### config.mk
export PLATFORM = sky130hd
export DESIGN_NAME = operand_b_issue_stage
export DESIGN_NICKNAME = d
export VERILOG_FILES = /design/src/rtl/klp32_pkg.sv /design/src/rtl/issue_skid_buffer.sv /design/src/rtl/operand_b_issue_stage.sv
export SDC_FILE = /design/constraint.sdc
export NUM_CORES = 1
export LEC_CHECK = 0
export BUFFER_PORTS_ARGS = -buffer_cell sky130_fd_sc_hd__buf_2
export CORE_MARGIN = 5
export CORE_UTILIZATION = 49
export DETAILED_ROUTE_END_ITERATION = 10
export PLACE_DENSITY = 0.89
export SETUP_SLACK_MARGIN = 0.02
export SLEW_MARGIN = 20
export SYNTH_ARGS = -nofsm -noshare
export SYNTH_HDL_FRONTEND = slang
export SYNTH_SLANG_ARGS = --single-unit
export TNS_END_PERCENT = 30
### constraint.sdc
create_clock -name clk -period 2.1 [get_ports clk]
set_input_delay 0.105 -clock clk [delete_from_list [all_inputs] [get_ports clk]]
set_output_delay 0.105 -clock clk [all_outputs]
set_load 0.1 [all_outputs]
### src/rtl/klp32_pkg.sv
// Shared widths, the issue entry layout and the WB snoop helper for the KLP32 ID->EX path.
package klp32_pkg;

    localparam int XLEN    = 32;
    localparam int RADDR_W = 5;

    localparam logic [RADDR_W-1:0] REG_ZERO = '0;

    typedef struct packed {
        logic [XLEN-1:0]    data2;
        logic [XLEN-1:0]    imm;
        logic               b_select;
        logic [RADDR_W-1:0] rs2;
        logic               rs2_used;
    } issue_entry_t;

    localparam int ENTRY_W = $bits(issue_entry_t);

    // A held entry picks up a WB write to its rs2 so it never issues a stale value.
    function automatic issue_entry_t wb_snoop(
        input issue_entry_t       entry,
        input logic               wb_valid,
        input logic [RADDR_W-1:0] wb_rd,
        input logic [XLEN-1:0]    wb_data
    );
        issue_entry_t result;
        result = entry;
        if (wb_valid && (wb_rd != REG_ZERO) && (wb_rd == entry.rs2)) begin
            result.data2 = wb_data;
        end
        return result;
    endfunction

endpackage

### src/rtl/issue_skid_buffer.sv
// Two-entry skid buffer: output always from the main register, registered in_ready.
// Held entries keep the *_hold values supplied by the parent so it can patch them in place.
module issue_skid_buffer #(
    parameter int WIDTH = 8
) (
    input  logic             clk,
    input  logic             rst_n,
    input  logic             flush,
    input  logic             in_valid,
    output logic             in_ready,
    input  logic [WIDTH-1:0] in_data,
    output logic             out_valid,
    input  logic             out_ready,
    output logic [WIDTH-1:0] out_data,
    output logic [WIDTH-1:0] skid_data,
    input  logic [WIDTH-1:0] main_hold,
    input  logic [WIDTH-1:0] skid_hold
);

    logic             main_valid_q, main_valid_d;
    logic             skid_valid_q, skid_valid_d;
    logic [WIDTH-1:0] main_data_q,  main_data_d;
    logic [WIDTH-1:0] skid_data_q,  skid_data_d;
    logic             push;
    logic             pop;

    assign in_ready  = ~skid_valid_q;
    assign out_valid = main_valid_q;
    assign out_data  = main_data_q;
    assign skid_data = skid_data_q;

    always_comb begin
        // NOTE: every signal gets a default before any branch, so no path can infer a latch.
        main_valid_d = main_valid_q;
        skid_valid_d = skid_valid_q;
        main_data_d  = main_hold;
        skid_data_d  = skid_hold;
        push         = in_valid & ~skid_valid_q;
        pop          = main_valid_q & out_ready;

        if (flush) begin
            main_valid_d = 1'b0;
            skid_valid_d = 1'b0;
        end else if (pop) begin
            if (skid_valid_q) begin
                main_data_d  = skid_hold;
                skid_valid_d = 1'b0;
            end else if (push) begin
                main_data_d = in_data;
            end else begin
                main_valid_d = 1'b0;
            end
        end else if (push) begin
            if (main_valid_q) begin
                skid_data_d  = in_data;
                skid_valid_d = 1'b1;
            end else begin
                main_data_d  = in_data;
                main_valid_d = 1'b1;
            end
        end
    end

    always_ff @(posedge clk or negedge rst_n) begin
        // NOTE: the data registers are reset too, because the issue outputs must read zero out of reset.
        if (!rst_n) begin
            main_valid_q <= 1'b0;
            skid_valid_q <= 1'b0;
            main_data_q  <= '0;
            skid_data_q  <= '0;
        end else begin
            // NOTE: sequential state uses non-blocking assignments only.
            main_valid_q <= main_valid_d;
            skid_valid_q <= skid_valid_d;
            main_data_q  <= main_data_d;
            skid_data_q  <= skid_data_d;
        end
    end

endmodule

### src/rtl/operand_b_issue_stage.sv
// ID->EX issue register for the ALU B operand: resolves rs2 through EX/WB forwarding,
// stalls decode on load-use and presents data2/imm/b_select through a 2-entry skid.
module operand_b_issue_stage
    import klp32_pkg::*;
(
    input  logic               clk,
    input  logic               rst_n,
    input  logic               flush,
    input  logic               dec_valid,
    output logic               dec_ready,
    input  logic [XLEN-1:0]    dec_data2,
    input  logic [XLEN-1:0]    dec_imm,
    input  logic               dec_b_select,
    input  logic [RADDR_W-1:0] dec_rs2,
    input  logic               dec_rs2_used,
    input  logic               ex_fwd_valid,
    input  logic [RADDR_W-1:0] ex_fwd_rd,
    input  logic [XLEN-1:0]    ex_fwd_data,
    input  logic               ex_fwd_is_load,
    input  logic               wb_fwd_valid,
    input  logic [RADDR_W-1:0] wb_fwd_rd,
    input  logic [XLEN-1:0]    wb_fwd_data,
    output logic               iss_valid,
    input  logic               iss_ready,
    output logic [XLEN-1:0]    iss_data2,
    output logic [XLEN-1:0]    iss_imm,
    output logic               iss_b_select
);

    logic         rs2_live;
    logic         ex_match;
    logic         wb_match;
    logic         hazard;
    logic         buf_in_ready;
    logic         buf_in_valid;
    issue_entry_t new_entry;
    issue_entry_t main_entry;
    issue_entry_t skid_entry;
    issue_entry_t main_hold;
    issue_entry_t skid_hold;

    assign rs2_live = dec_rs2_used & (dec_rs2 != REG_ZERO);
    assign ex_match = rs2_live & ex_fwd_valid & (ex_fwd_rd == dec_rs2);
    assign wb_match = rs2_live & wb_fwd_valid & (wb_fwd_rd == dec_rs2);
    // Loads stall even when B takes the immediate: stores and branches still need rs2.
    assign hazard   = ex_match & ex_fwd_is_load;

    always_comb begin
        new_entry.imm      = dec_imm;
        new_entry.b_select = dec_b_select;
        new_entry.rs2      = dec_rs2;
        new_entry.rs2_used = dec_rs2_used;
        if (ex_match && !ex_fwd_is_load) begin
            new_entry.data2 = ex_fwd_data;
        end else if (wb_match) begin
            new_entry.data2 = wb_fwd_data;
        end else begin
            new_entry.data2 = dec_data2;
        end
    end

    assign main_hold    = wb_snoop(main_entry, wb_fwd_valid, wb_fwd_rd, wb_fwd_data);
    assign skid_hold    = wb_snoop(skid_entry, wb_fwd_valid, wb_fwd_rd, wb_fwd_data);
    assign buf_in_valid = dec_valid & ~hazard & ~flush;
    assign dec_ready    = buf_in_ready & ~hazard;

    issue_skid_buffer #(
        .WIDTH (ENTRY_W)
    ) u_skid (
        .clk       (clk),
        .rst_n     (rst_n),
        .flush     (flush),
        .in_valid  (buf_in_valid),
        .in_ready  (buf_in_ready),
        .in_data   (new_entry),
        .out_valid (iss_valid),
        .out_ready (iss_ready),
        .out_data  (main_entry),
        .skid_data (skid_entry),
        .main_hold (main_hold),
        .skid_hold (skid_hold)
    );

    assign iss_data2    = main_entry.data2;
    assign iss_imm      = main_entry.imm;
    assign iss_b_select = main_entry.b_select;

endmodule
==> out/qor_table.md <==
| Quantity | This run | Unit |
| --- | --- | --- |
| Floorplan die height | 141 | µm |
| Dpl cell area | 0.00968 | mm² |
| Critical path type | reg -> reg | - |
| Max FO, Critical Path | 19 | - |
| Clock-pin slew of the registers on the worst-case setup and hold paths | 0.06 | ns |
| Achievable frequency | 0.492 | GHz |
| Critical R2R Launch | u_skid.skid_data[5] | - |
| Worst r2r path cells | 8 | - |
| Fraction of layout instances using a drive strength above 1 | 34.1 | % |
| Number of stages on the worst hold path | 2 | - |
| Pin count of the biggest net entering global routing | 63 | - |
| Worst Hold Endpoint | u_skid.skid_data[4] | - |
| CTS tree | yes | - |
| Total power density per cell area | 1090 | mW/mm² |
| Part of the cycle the worst path needs | 96.8 | % |
| Average detailed-routed wire length per instance | 19.7 | µm |
| Remaining global-route overflow | 0 | - |
| Transition at the pin with the smallest max-transition slack | 0.615 | ns |
| Initial antenna violation count | 3 | - |
| Iteration-0 DRC count of the detailed router | 556 | - |
| Count of buffers inserted at the top-level ports | 219 | - |
| Number of global-route vias before repair | 8104 | - |
| Finish-stage setup viols | 0 | - |
| Overall die width | 141 | µm |
| Highest cell delay on the worst timing path | 0.43 | ns |
| Post-detailed-route count of antenna-violating nets | 0 | - |
| Count of unique library cells instantiated by Yosys | 52 | - |
| Worst slew margin relative to its limit | 59.0 | % |
| Required time of the critical path | 2.40 | ns |
| Crit path launch type | flip-flop | - |
| Worst vdd rail ir drop | 0.775 | mV |
| Post-route worst hold slack | 0.0510 | ns |
| Worst min-delay path startpoint | dec_rs2[3] | - |
| Drt first pass iters | 5 | - |
| # nets final | 1224 | - |
| Number of remaining DRC errors | 0 | - |
| Number of violations of the max-capacitance limit | 0 | - |
| Clock insertion delay at the later pin of the skew report | 0.42 | ns |
| Portion of the post-synthesis area used by sequential elements | 42.4 | % |
| Final worst clock skew | 0.0160 | ns |
| Standard-cell rows | 47 | - |
| Fill cell instance count of the final layout | 1325 | - |
| Type of the most critical hold path | in -> reg | - |
| Post-layout minimum cycle time | 2.03 | ns |
| Number of warnings printed during yosys synthesis | 0 | - |
| Post-Route Utilization | 64.1 | % |
| Initial standard-cell utilization of the core | 50.2 | % |
| Result of the run | complete, no violations | - |
| Overall power after layout | 11.7 | mW |
| Final-layout setup total negative slack | 0 | ns |
| Number of enable flip-flop cells after synthesis | 0 | - |
| Number of synthesized register bits | 142 | - |
| Via count | 7799 | - |
| Number of I/O pins | 220 | - |
| Post-route standard cell area excluding fillers | 0.0107 | mm² |
| Cell Area, Synth | 0.00839 | mm² |
| Clock root cell | clkbuf_16 | - |
| Area of the placeable core | 0.0167 | mm² |
| Place WS | -0.0687 | ns |
| Maximum level of the CTS H-tree | 4 | - |
| First-pass GRT wire length | 41300 | µm |
| Syn Inst Count | 871 | - |
| Overall routed net length | 25700 | µm |
| Flop2flop setup slack | 0.07 | ns |
| Leak pwr | 4.87 | nW |
| Synthesized area per cell | 9.63 | µm² |
| Placer congestion estimate | 0.908 | - |
| Setup WS post-layout | 0.0667 | ns |
| Dpl hpwl | 17300 | µm |
| Relative area change from synthesis to final layout | 27.6 | % |
| Non-filler cells in the finished layout | 1304 | - |
| Worst setup startpoint | u_skid.skid_data[5] | - |
| Sort of element at the end of the critical path | flip-flop | - |
| Critical-path cell list | xnor2_2, nand3_2, nor3_4, buf_4, buf_12, mux2i_2, o22ai_1, a21o_1 | - |
| Clock Tree Buf Depth | 2 | - |
| Number of hold violations in the final report | 0 | - |
| Via density | 5.98 | - |
| Reg-to-reg endpoint | u_skid.out_data[50] | - |
| Post-synthesis net count | 1024 | - |
| CTS sink count | 142 | - |
| Die footprint | 0.0198 | mm² |
| Most common flop cell mapped by yosys | dfrtp_1 | - |
| Number of buffers created by CTS | 17 | - |
| Share of flip-flops with an asynchronous set or reset after synthesis | 100 | % |
| RSZ-0062 raised after global routing | yes | - |
| GRT Total Usage | 25.6 | % |
| Library cell contributing the largest single delay on the critical path | dfrtp_1 | - |
| Final Slew Violations | 0 | - |
| Dpl cells | 1235 | - |
| Arrival time of the worst setup path | 2.33 | ns |
==> worst max-delay path, delay by kind of cell (launching register included) <==
kind            cells  cell delay, ns
flops               1            0.43
buf+inv             2            0.34
mux                 1            0.26
xor+xnor            1            0.19
simple gates        2            0.41
compound gates      2            0.28
==> logic make-up (layout without fill, tap and decap cells) <==
| logic type | Yosys count | count (layout) | share of synthesized area [%] |
|---|---|---|---|
| AO/OA/AOI/OAI | 265 | 265 | 22.0 |
| XOR/XNOR | 20 | 20 | 2.09 |
| buffers and inverters | 141 | 353 | 9.59 |
| flip-flops | 142 | 142 | 42.4 |
| multiplexers | 96 | 96 | 12.0 |
| other | 0 | 1 | 0 |
| AND/OR/NAND/NOR | 207 | 207 | 11.9 |
==> flip-flops by register name (all words and copies together), names as in the netlist <==
name / flops
u_skid.out_valid: 1
u_skid.out_data: 70
u_skid.skid_valid_q: 1
u_skid.skid_data: 70
==> cell usage after synthesis (all sizes together), types with 2 or more instances <==
cell type / number / area (µm²)
a21boi: 2 / 18.8
a21o: 18 / 135
a21oi: 62 / 310
a22oi: 39 / 293
a2bb2oi: 12 / 105
a31oi: 13 / 96.3
a32oi: 2 / 17.5
and2: 2 / 12.5
buf: 88 / 606
clkbuf: 45 / 169
dfrtp: 142 / 3550
inv: 8 / 30.0
mux2: 39 / 439
mux2i: 57 / 571
nand2: 28 / 108
nand2b: 14 / 87.6
nand3: 49 / 250
nand4: 22 / 138
nor2: 73 / 274
nor3: 6 / 35.0
nor4: 6 / 43.8
o211ai: 17 / 133
o21a: 32 / 240
o21ai: 19 / 95.1
o22ai: 18 / 113
o31ai: 11 / 96.3
o32a: 13 / 130
or4: 5 / 37.5
xnor2: 10 / 87.6
xor2: 10 / 87.6
==> area by class of cell <==
type,instances,area (µm²),share of cell area (%)
multi-input combinational,588,4140,38.6
sequential,142,3560,33.2
timing repair buffer,314,2110,19.7
clock buffer,18,429,4.01
tap,220,275,2.57
clock inverter,13,165,1.54
inverter,8,30.0,0.281
antenna,1,2.50,0.0234
==> power by group <==
| group | internal (mW) | switching (mW) |
|---|---|---|
| logic | 1.37 | 3.33 |
| registers | 3.51 | 0.418 |
| clock network | 1.87 | 1.20 |
| total | 6.74 | 4.94 |
==> how the worst max path moves through the flow <==
stage          slack, ns                  end
4_1_cts             0.07  u_skid.out_data[66]
3_3_place_gp        0.04  u_skid.out_data[66]
5_1_grt            -0.04  u_skid.out_data[50]
2_1_floorplan       0.01  u_skid.out_data[67]
6_report            0.07  u_skid.out_data[50]
3_5_place_dp       -0.07   u_skid.out_data[6]
==> metal layers <==
| metal | part of all wire [%] | global-route usage, % |
|---|---|---|
| met1 | 38 | 31.9 |
| met2 | 49 | 42.2 |
| met3 | 11 | 7.52 |
| met4 | 2.4 | 9.74 |
| met5 | 0.093 | 0 |
==> placed cells by master, fill, tap and decap left out, drive strengths merged, types with 14 or more instances in the layout <==
cell type,n
buf,278
dfrtp,142
nor2,73
a21oi,62
mux2i,57
nand3,49
a22oi,39
mux2,39
dlygate4sd3,36
o21a,32
nand2,28
nand4,22
o21ai,19
o22ai,18
a21o,18
clkbuf,18
o211ai,17
nand2b,14
==> repair_timing <==
item	4_1_cts	5_1_grt
gates resized for setup	1	9
gates cloned	0	0
hold endpoints to repair	95	0
hold buffers	36	0
pin swaps	0	1
setup buffers	0	1
endpoints found under the setup margin	1	14
No activity file was read; power rests on OpenSTA's default activity.
